==> src/rtl/arcade_coin_pkg.sv <==
// Shared types and default timing for the arcade coin conditioner.
package arcade_coin_pkg;

    typedef enum logic [1:0] {
        IDLE   = 2'd0,
        ASSERT = 2'd1,
        GAP    = 2'd2
    } coin_state_e;

    localparam int unsigned DEF_DEB_CYCLES   = 48000;
    localparam int unsigned DEF_PULSE_FRAMES = 3;
    localparam int unsigned DEF_GAP_FRAMES   = 3;
    localparam int unsigned DEF_MAX_PENDING  = 7;
    localparam int unsigned FCNT_W           = 4;

    function automatic int unsigned pend_width(input int unsigned max_pending);
        return $clog2(max_pending + 1);
    endfunction

    localparam int unsigned DEF_PW = pend_width(DEF_MAX_PENDING);

endpackage

==> src/rtl/arcade_coin_conditioner_if.sv <==
// Coin request inputs, frame timing and conditioned coin/status outputs.
interface arcade_coin_conditioner_if #(
    parameter int unsigned PW = arcade_coin_pkg::DEF_PW
);
    logic [1:0]    coin_in;
    logic          vblank;
    logic          coin_out;
    logic          busy;
    logic [PW-1:0] pending0;
    logic [PW-1:0] pending1;

    modport master (
        output coin_in, vblank,
        input  coin_out, busy, pending0, pending1
    );

    modport slave (
        input  coin_in, vblank,
        output coin_out, busy, pending0, pending1
    );
endinterface

==> src/rtl/coin_debounce.sv <==
// One coin channel: 2-FF synchroniser, stability debounce, accepted-press pulse.
module coin_debounce
    import arcade_coin_pkg::*;
#(
    parameter int unsigned DEB_CYCLES = DEF_DEB_CYCLES
) (
    input  logic clk_sys,
    input  logic reset,
    input  logic raw,
    output logic rise
);
    localparam int unsigned CW = $clog2(DEB_CYCLES + 1);

    logic [1:0]    sync_q;
    logic [CW-1:0] cnt_q;
    logic          deb_q;

    // Level is accepted only after DEB_CYCLES consecutive differing samples.
    always_ff @(posedge clk_sys or posedge reset) begin
        if (reset) begin
            sync_q <= '0;
            cnt_q  <= '0;
            deb_q  <= 1'b0;
            rise   <= 1'b0;
        end else begin
            sync_q <= {sync_q[0], raw};
            rise   <= 1'b0;
            if (sync_q[1] == deb_q) begin
                cnt_q <= '0;
            end else if (cnt_q == CW'(DEB_CYCLES - 1)) begin
                cnt_q <= '0;
                deb_q <= sync_q[1];
                rise  <= sync_q[1];
            end else begin
                cnt_q <= cnt_q + CW'(1);
            end
        end
    end

endmodule

==> src/rtl/arcade_coin_conditioner.sv <==
// Debounces two coin sources, queues credits per channel and replays them as
// frame-aligned fixed-width pulses on a single coin line, round-robin between channels.
module arcade_coin_conditioner
    import arcade_coin_pkg::*;
#(
    parameter int unsigned DEB_CYCLES   = DEF_DEB_CYCLES,
    parameter int unsigned PULSE_FRAMES = DEF_PULSE_FRAMES,
    parameter int unsigned GAP_FRAMES   = DEF_GAP_FRAMES,
    parameter int unsigned MAX_PENDING  = DEF_MAX_PENDING
) (
    input  logic                      clk_sys,
    input  logic                      reset,
    arcade_coin_conditioner_if.slave  bus
);
    localparam int unsigned PW = pend_width(MAX_PENDING);

    logic              acc0;
    logic              acc1;
    logic              vblank_q;
    logic              tick_c;
    coin_state_e       state_q, state_d;
    logic [FCNT_W-1:0] fcnt_q, fcnt_d;
    logic              rr_q, rr_d;
    logic [PW-1:0]     pend0_q, pend0_d;
    logic [PW-1:0]     pend1_q, pend1_d;
    logic              coin_out_q;
    logic              busy_q;
    logic              dec0, dec1;
    logic              pref, pref_has, sel;

    coin_debounce #(.DEB_CYCLES(DEB_CYCLES)) u_deb0 (
        .clk_sys (clk_sys),
        .reset   (reset),
        .raw     (bus.coin_in[0]),
        .rise    (acc0)
    );

    coin_debounce #(.DEB_CYCLES(DEB_CYCLES)) u_deb1 (
        .clk_sys (clk_sys),
        .reset   (reset),
        .raw     (bus.coin_in[1]),
        .rise    (acc1)
    );

    assign tick_c = bus.vblank & ~vblank_q;

    // State, queues and registered outputs.
    always_ff @(posedge clk_sys or posedge reset) begin
        if (reset) begin
            state_q    <= IDLE;
            fcnt_q     <= '0;
            rr_q       <= 1'b0;
            pend0_q    <= '0;
            pend1_q    <= '0;
            vblank_q   <= 1'b0;
            coin_out_q <= 1'b0;
            busy_q     <= 1'b0;
        end else begin
            state_q    <= state_d;
            fcnt_q     <= fcnt_d;
            rr_q       <= rr_d;
            pend0_q    <= pend0_d;
            pend1_q    <= pend1_d;
            vblank_q   <= bus.vblank;
            coin_out_q <= (state_d == ASSERT);
            busy_q     <= (state_d != IDLE);
        end
    end

    // Next state, arbitration and queue update.
    always_comb begin
        state_d  = state_q;
        fcnt_d   = fcnt_q;
        rr_d     = rr_q;
        dec0     = 1'b0;
        dec1     = 1'b0;
        pref     = ~rr_q;
        pref_has = pref ? (pend1_q != '0) : (pend0_q != '0);
        sel      = pref_has ? pref : rr_q;

        case (state_q)
            IDLE: begin
                if (tick_c && (pend0_q != '0 || pend1_q != '0)) begin
                    dec0    = ~sel;
                    dec1    = sel;
                    rr_d    = sel;
                    fcnt_d  = '0;
                    state_d = ASSERT;
                end
            end
            ASSERT: begin
                if (tick_c) begin
                    if (fcnt_q == FCNT_W'(PULSE_FRAMES - 1)) begin
                        fcnt_d  = '0;
                        state_d = GAP;
                    end else begin
                        fcnt_d = fcnt_q + FCNT_W'(1);
                    end
                end
            end
            GAP: begin
                if (tick_c) begin
                    if (fcnt_q == FCNT_W'(GAP_FRAMES - 1)) begin
                        fcnt_d  = '0;
                        state_d = IDLE;
                    end else begin
                        fcnt_d = fcnt_q + FCNT_W'(1);
                    end
                end
            end
            default: begin
                fcnt_d  = '0;
                state_d = IDLE;
            end
        endcase

        // Accept and grant in the same cycle cancel, so a full queue never drops then.
        pend0_d = pend0_q;
        if (acc0 && !dec0) begin
            if (pend0_q != PW'(MAX_PENDING)) pend0_d = pend0_q + PW'(1);
        end else if (dec0 && !acc0) begin
            pend0_d = pend0_q - PW'(1);
        end

        pend1_d = pend1_q;
        if (acc1 && !dec1) begin
            if (pend1_q != PW'(MAX_PENDING)) pend1_d = pend1_q + PW'(1);
        end else if (dec1 && !acc1) begin
            pend1_d = pend1_q - PW'(1);
        end
    end

    assign bus.coin_out = coin_out_q;
    assign bus.busy     = busy_q;
    assign bus.pending0 = pend0_q;
    assign bus.pending1 = pend1_q;

endmodule

==> src/flat_wrapper.sv <==
// flat-port wrapper written by rule: the top's interface ports become plain ports
module arcade_coin_conditioner_flat import arcade_coin_pkg::*;
#(
    parameter int unsigned DEB_CYCLES   = DEF_DEB_CYCLES,
    parameter int unsigned PULSE_FRAMES = DEF_PULSE_FRAMES,
    parameter int unsigned GAP_FRAMES   = DEF_GAP_FRAMES,
    parameter int unsigned MAX_PENDING  = DEF_MAX_PENDING
)
  (clk_sys, reset, bus_coin_in, bus_vblank, bus_coin_out, bus_busy, bus_pending0, bus_pending1);
  arcade_coin_conditioner_if #(.PW(3)) bus_i ();
  input  logic clk_sys;
  input  logic reset;
  input wire logic [$bits(bus_i.coin_in)-1:0] bus_coin_in;
  input wire logic [$bits(bus_i.vblank)-1:0] bus_vblank;
  output wire logic [$bits(bus_i.coin_out)-1:0] bus_coin_out;
  output wire logic [$bits(bus_i.busy)-1:0] bus_busy;
  output wire logic [$bits(bus_i.pending0)-1:0] bus_pending0;
  output wire logic [$bits(bus_i.pending1)-1:0] bus_pending1;
  assign bus_i.coin_in = bus_coin_in;
  assign bus_i.vblank = bus_vblank;
  assign bus_coin_out = bus_i.coin_out;
  assign bus_busy = bus_i.busy;
  assign bus_pending0 = bus_i.pending0;
  assign bus_pending1 = bus_i.pending1;
  arcade_coin_conditioner #(.DEB_CYCLES(DEB_CYCLES), .PULSE_FRAMES(PULSE_FRAMES), .GAP_FRAMES(GAP_FRAMES), .MAX_PENDING(MAX_PENDING)) u_core (.clk_sys(clk_sys), .reset(reset), .bus(bus_i));
endmodule
==> config.mk <==
export PLATFORM = sky130hd
export DESIGN_NAME = arcade_coin_conditioner_flat
export DESIGN_NICKNAME = d
export VERILOG_FILES = /design/src/rtl/arcade_coin_pkg.sv /design/src/rtl/arcade_coin_conditioner_if.sv /design/src/rtl/coin_debounce.sv /design/src/rtl/arcade_coin_conditioner.sv /design/src/flat_wrapper.sv
export SDC_FILE = /design/constraint.sdc
export NUM_CORES = 1
export LEC_CHECK = 0
export CORE_MARGIN = 1.5
export CORE_UTILIZATION = 50
export DETAILED_ROUTE_END_ITERATION = 10
export HOLD_SLACK_MARGIN = 0.12
export PLACE_DENSITY = 0.71
export SKIP_CTS_REPAIR_TIMING = 1
export SLEW_MARGIN = 20
export SYNTH_ARGS = -nofsm -noshare
export SYNTH_HDL_FRONTEND = slang
export SYNTH_HIERARCHICAL = 1
export SYNTH_SLANG_ARGS = --single-unit
==> constraint.sdc <==
create_clock -name clk_sys -period 2.9 [get_ports clk_sys]
set_clock_uncertainty 0.05 [all_clocks]
set_input_delay 0.58 -clock clk_sys [delete_from_list [all_inputs] [get_ports clk_sys]]
set_output_delay 0.58 -clock clk_sys [all_outputs]
set_load 0.02 [all_outputs]
==> results.tsv, run 1 <==
metric	value	unit
drt-initial-drc-count	189	
yosys-top-cells-area	dfrtp_1, xnor2_1, nor2_1	
io_buffers	12	
yosysMostFrequentCell	dfrtp_1	
cts_tree	done	
grt_pass1_vias	2010	
cellLeakagePower	1.320	nW
rsz0062_at_grt	no	
place_area	0.003161	mm²
die_y	80.21	µm
place.gp.congestion	0.7827	
grt_max_degree	21	
clk_latency	0.30	ns
diodes	0	
finalHoldViolCount	0	
ios	13	
vias_per_cell	5.532	
p_total	1.269	mW
nets	322	
numPlacedInstances	372	
dp_slack	0.1245	ns
dr.pass1.iters	5	
final_core_util	57.60	%
ys_ff_latch	56	
fillerInstances	479	
drv_slew	0	
synth_top_area_share	47.02	%
period_needed	2.475	ns
grt_pass1_wl	8935	µm
clock.fmax	404.0	MHz
netlist_instances	292	
p_per_area	390.5	mW/mm²
synth_fp_nets	307	
die_area	0.006433	mm²
clk_pin_slew	0.10	ns
antenna_found_initial	0	
vias	2102	
finalCritPeriodShare	85.35	%
critical_path_required	3.07	ns
tns	0	ns
ir_drop	0.2733	mV
final-seq-area	0.001401	mm²
start_util	52.83	%
area_growth	9.026	%
coreArea	0.005642	mm²
crit_chain	clkdlybuf4s50_1 -> nor2b_1 -> o2111ai_1 -> nand2_1 -> fa_1 -> or4_2 -> o221ai_1	
drc	0	
synth_ff_type	dfrtp_1	
overflow	0	
cts_inserted_buffers	5	
setup_ws	0.4247	ns
hp-class	flip-flop to flip-flop	
final_area	0.003249	mm²
drv_cap	0	
clockRootBuffer	clkbuf_8	
track_usage	17.64	%
synth_enable_flop_cells	0	
die_w	80.21	µm
postRouteAntennaNets	0	
setup_viol	0	
crit_buf_inv	1	
fp-row-count	27	
holdWs	0.3083	ns
critPathCaptureType	flip-flop	
worst_slew_pin_slew	0.7602	ns
crit_path_max_fanout	5	
critPathLaunchType	primary input	
syn_area	0.002980	mm²
clock_path_buffers	2	
yosysTopAreaCell	dfrtp_1	
final_cells	380	
drive_gt1_share	10.71	%
avgSynthCellArea	10.21	µm²
async_reset_ff_share	100.0	%
avgRoutedWirePerCell	13.11	µm
crit_arrival	2.65	ns
critical-path-top-delay-family	simple AND/OR/NAND/NOR gates	
cp_slowest_cell	or4_2	
yosysWarningCount	6	
cts_sinks	56	
totalWireLength	4980	µm
status	finished clean	
slew_headroom	49.26	%
setup.worst_path.class	primary input to flip-flop	
h-tree-depth	2	
synth.distinct_cells	50	
post-dp-hpwl	3451	µm
yosysSeqAreaShare	47.02	%
synth_common_cells	dfrtp_1, nor2_1, xnor2_1, nand2_1, inv_1	
multi_input_area	0.001474	mm²
max_stage_delay	0.65	ns
## flip-flops by register name, summed over array words and instances (netlist names)
register              cells
u_core/u_deb0/cnt_q      16
u_core/state_q            2
u_core/bus.coin_out       1
u_core/u_deb1/cnt_q      16
u_core/bus.pending0       3
u_core/rr_q               1
u_core/u_deb1/rise        1
u_core/u_deb1/deb_q       1
u_core/u_deb0/sync_q      2
u_core/bus.busy           1
u_core/u_deb0/rise        1
u_core/fcnt_q             4
u_core/u_deb0/deb_q       1
u_core/bus.pending1       3
u_core/u_deb1/sync_q      2
u_core/vblank_q           1
## final timing paths
check                                                endpoint  cells past startpoint                          startpoint  slack (ns)
max                        u_core/bus.pending0[2]$_DFFE_PP0P_                      7                          bus_vblank        0.42
min                         u_core/u_deb1/sync_q[1]$_DFF_PP0_                      0   u_core/u_deb1/sync_q[0]$_DFF_PP0_        0.31
max reg2reg                u_core/bus.pending0[2]$_DFFE_PP0P_                      6  u_core/bus.pending0[1]$_DFFE_PP0P_        0.49
min reg2reg                 u_core/u_deb1/sync_q[1]$_DFF_PP0_                      0   u_core/u_deb1/sync_q[0]$_DFF_PP0_        0.31
max in group asynchronous   u_core/u_deb0/cnt_q[11]$_DFF_PP0_                      2                               reset        1.57
min in group asynchronous  u_core/bus.pending1[0]$_DFFE_PP0P_                      2                               reset        0.70
## per-layer routing
metal	share of wire, %	vias to the layer above	GRT usage, %	wire length [µm]
met4	0.96	0	5.690	48
met1	48	1020	23.25	2397
met2	48	28	28.49	2397
met3	2.8	4	4.318	138
met5	0	-	0	0
li1	-	1050	-	-
## layout by cell type, fill, tap and decap left out, types with 3 or more instances in the layout
cell	Yosys	layout
dfrtp_1	56	56
nor2_1	45	45
xnor2_1	27	27
nand2_1	22	22
inv_1	16	16
clkdlybuf4s50_1	0	12
nand3_1	11	11
nor3_1	11	11
a21oi_1	10	10
ha_1	8	8
nor4_2	8	8
o21ai_0	6	6
clkbuf_8	0	5
nand4_1	5	5
o31ai_1	4	4
nor3b_1	4	4
nand3_2	4	4
or3_1	3	3
and4_1	3	3
nand2b_1	3	3
xor2_1	3	3
## power breakdown
part	internal [mW]	switching, mW
clock	0.172	0.250
sequential	0.790	0.00958
combinational	0.0151	0.0315
total	0.978	0.291
## logic make-up (layout without fill, tap and decap cells)
| family | Yosys count | in the layout | synth area share, % |
|---|---|---|---|
| AOI/OAI and AO/OA | 37 | 37 | 8.397 |
| muxes | 4 | 4 | 1.511 |
| and+or+nand+nor | 133 | 133 | 26.03 |
| DFF | 56 | 56 | 47.02 |
| adders and majority gates | 10 | 10 | 4.702 |
| xor gates and xnor gates | 30 | 30 | 8.816 |
| buffers and inverters | 22 | 38 | 3.526 |
## cell type report
cell class	instances	area share, %
Timing Repair Buffer	14	4.159
Multi-Input combinational cell	214	45.36
Inverter	16	1.848
Clock inverter	2	0.5006
Clock buffer	6	2.233
Tap cell	72	2.772
Sequential cell	56	43.13
(Power assumes the default switching activity.)
==> inputs of run 2 (changes only) <==
Settings changed: CELL_PAD_IN_SITES_DETAIL_PLACEMENT from default to 0, CELL_PAD_IN_SITES_GLOBAL_PLACEMENT from default to 1, CORE_UTILIZATION 50 to 48, PLACE_DENSITY 0.71 to 0.82.
==> run 2 against run 1 <==
  * Via count down 1.1%
  * Cell count is 0.79% higher
  * Highest routed layer unchanged
  * Final area rose by 0.81%
  * Combinational power about the same
  * Sequential power hardly changed
  * Total power grew 7.0%
  * Die area is 4.0% higher
==> results.tsv, run 2 (same netlist as run 1, synthesis figures left out) <==
metric	value	unit	change
status	finished clean		unchanged
cts_inserted_buffers	5		unchanged
place_area	0.003164	mm²	was 0.003161 mm²
die_area	0.006690	mm²	was 0.006433 mm²
totalWireLength	5072	µm	was 4980 µm
finalHoldViolCount	0		unchanged
die_w	81.80	µm	was 80.21 µm
track_usage	17.33	%	was 17.64%
p_switching	0.2962	mW	was 0.2907 mW
drv_cap	0		unchanged
cts_sinks	56		unchanged
vias_per_cell	5.428		was 5.532
cp.depth	7		unchanged
drt-initial-drc-count	46		was 189
critical_path_required	3.07	ns	about the same
p_per_area	414.5	mW/mm²	was 390.5 mW/mm²
hold_depth	0		unchanged
rr_worst_depth	9		was 6
clk_latency	0.31	ns	was 0.30 ns
crit_arrival	2.64	ns	was 2.65 ns
diodes	0		unchanged
clock_path_buffers	2		unchanged
clockRootBuffer	clkbuf_8		unchanged
period_needed	2.469	ns	was 2.475 ns
clock.fmax	405.0	MHz	was 404.0 MHz
hp-class	flip-flop to flip-flop		unchanged
postRouteAntennaNets	0		unchanged
place.gp.congestion	0.7565		was 0.7827
die_y	81.80	µm	was 80.21 µm
crit_path_max_fanout	5		unchanged
rsz0062_at_grt	no		unchanged
cp_slowest_cell	or4_2		unchanged
h-tree-depth	2		unchanged
drive_gt1_share	11.04	%	was 10.71%
reg2reg_to	u_core/bus.pending1[1]$_DFFE_PP0P_		was u_core/bus.pending0[2]$_DFFE_PP0P_
fp-row-count	28		was 27
layout.cells.most_common	dfrtp_1		unchanged
final_area	0.003276	mm²	was 0.003249 mm²
regToRegSetupSlack	0.45	ns	was 0.49 ns
overflow	0		unchanged
ir_drop	0.2624	mV	was 0.2733 mV
setup_viol	0		unchanged
hold_path_end	u_core/u_deb1/sync_q[1]$_DFF_PP0_		unchanged
seqPwrFrac	59.0	%	was 63.1%
drv_slew	0		unchanged
antenna_found_initial	0		unchanged
slew_headroom	47.15	%	was 49.26%
final_cell_mix	dfrtp_1, nor2_1, xnor2_1		unchanged
worst_slew_pin_slew	0.7919	ns	was 0.7602 ns
finalCritPeriodShare	85.15	%	was 85.35%
critical-path-top-delay-family	simple AND/OR/NAND/NOR gates		unchanged
reg.largest.list	u_core/u_deb0/cnt_q (16), u_core/u_deb1/cnt_q (16), u_core/fcnt_q (4)		unchanged
r2r_start	u_core/state_q[1]$_DFF_PP0_		was u_core/bus.pending0[1]$_DFFE_PP0P_
grt_max_degree	21		unchanged
power.internal	1.062	mW	was 0.9781 mW
area_growth	9.908	%	was 9.026%
ios	13		unchanged
grt_pass1_vias	1996		was 2010
crit_buf_inv	1		unchanged
swShare	21.81	%	was 22.91%
combPwrFrac	3.5	%	was 3.7%
hold_start	u_core/u_deb1/sync_q[0]$_DFF_PP0_		unchanged
max_stage_delay	0.66	ns	was 0.65 ns
avgRoutedWirePerCell	13.24	µm	was 13.11 µm
crit_chain	clkdlybuf4s50_1 -> nor2b_1 -> o2111ai_1 -> nand2_1 -> fa_1 -> or4_2 -> o221ai_1		unchanged
coreArea	0.005956	mm²	was 0.005642 mm²
drc	0		unchanged
io_buffers	12		unchanged
start_util	50.04	%	was 52.83%
clk_pin_slew	0.10	ns	about the same
cts_tree	done		unchanged
nets	322		unchanged
grt_pass1_wl	9087	µm	was 8935 µm
setup.worst_path.class	primary input to flip-flop		unchanged
critPathCaptureType	flip-flop		unchanged
vias	2079		was 2102
tns	0	ns	unchanged
cellLeakagePower	1.333	nW	was 1.320 nW
dr.pass1.iters	4		was 5
post-dp-hpwl	3460	µm	was 3451 µm
clkPwrFrac	37.6	%	was 33.3%
critPathLaunchType	primary input		unchanged
[run 2: area by class of cell]
type | count | area (µm²)
Clock buffer | 5 | 68.82
Clock inverter | 3 | 42.54
Fill cell | 538 | 2680
Inverter | 16 | 60.06
Multi-Input combinational cell | 214 | 1474
Sequential cell | 56 | 1401
Tap cell | 75 | 93.84
Timing Repair Buffer | 14 | 135.1
[run 2: metrics by stage]
step / setup WS (ns) / cells / utilization [%] / total power [mW] / hold slack (ns)
floorplan: 0.3777 / 292 / - / 0.8484 / 0.2812
global placement: 0.1508 / 375 / 53.13 / 0.8630 / 0.2848
detailed placement: 0.1130 / 375 / 53.13 / 0.8647 / 0.2901
CTS: 0.4270 / 383 / 55.00 / 1.382 / 0.3136
global route: 0.3240 / 383 / 55.00 / 1.417 / 0.3360
finish: 0.4306 / 383 / 55.00 / 1.358 / 0.3131
[run 2: how the worst max path moves through the flow]
stage	slack [ns]	to	startpoint
after floorplan	0.38	u_core/bus.pending0[2]$_DFFE_PP0P_	u_core/bus.pending0[1]$_DFFE_PP0P_
after global placement	0.15	u_core/bus.pending0[2]$_DFFE_PP0P_	bus_vblank
after detailed placement	0.11	u_core/bus.pending0[2]$_DFFE_PP0P_	bus_vblank
after CTS	0.43	u_core/bus.pending0[2]$_DFFE_PP0P_	bus_vblank
after global routing	0.32	u_core/bus.pending1[1]$_DFFE_PP0P_	u_core/state_q[1]$_DFF_PP0_
final	0.43	u_core/bus.pending0[2]$_DFFE_PP0P_	bus_vblank
[run 2: power groups by stage]
stage,registers [mW],clock network [mW],logic [mW]
2_1_floorplan,0.814,0,0.0345
3_3_place_gp,0.815,0,0.0476
3_5_place_dp,0.816,0,0.0486
4_1_cts,0.801,0.533,0.0489
5_1_grt,0.802,0.559,0.0552
6_report,0.800,0.510,0.0470
[run 2: routing by layer]
metal	part of all wire (%)	global-route usage [%]	wire length, µm	up-vias
met2	46	27.30	2324	16
met5	0	0	0	-
met1	51	24.25	2597	1008
met4	0.95	5.085	48	0
met3	2.0	3.333	102	4
li1	-	-	-	1051
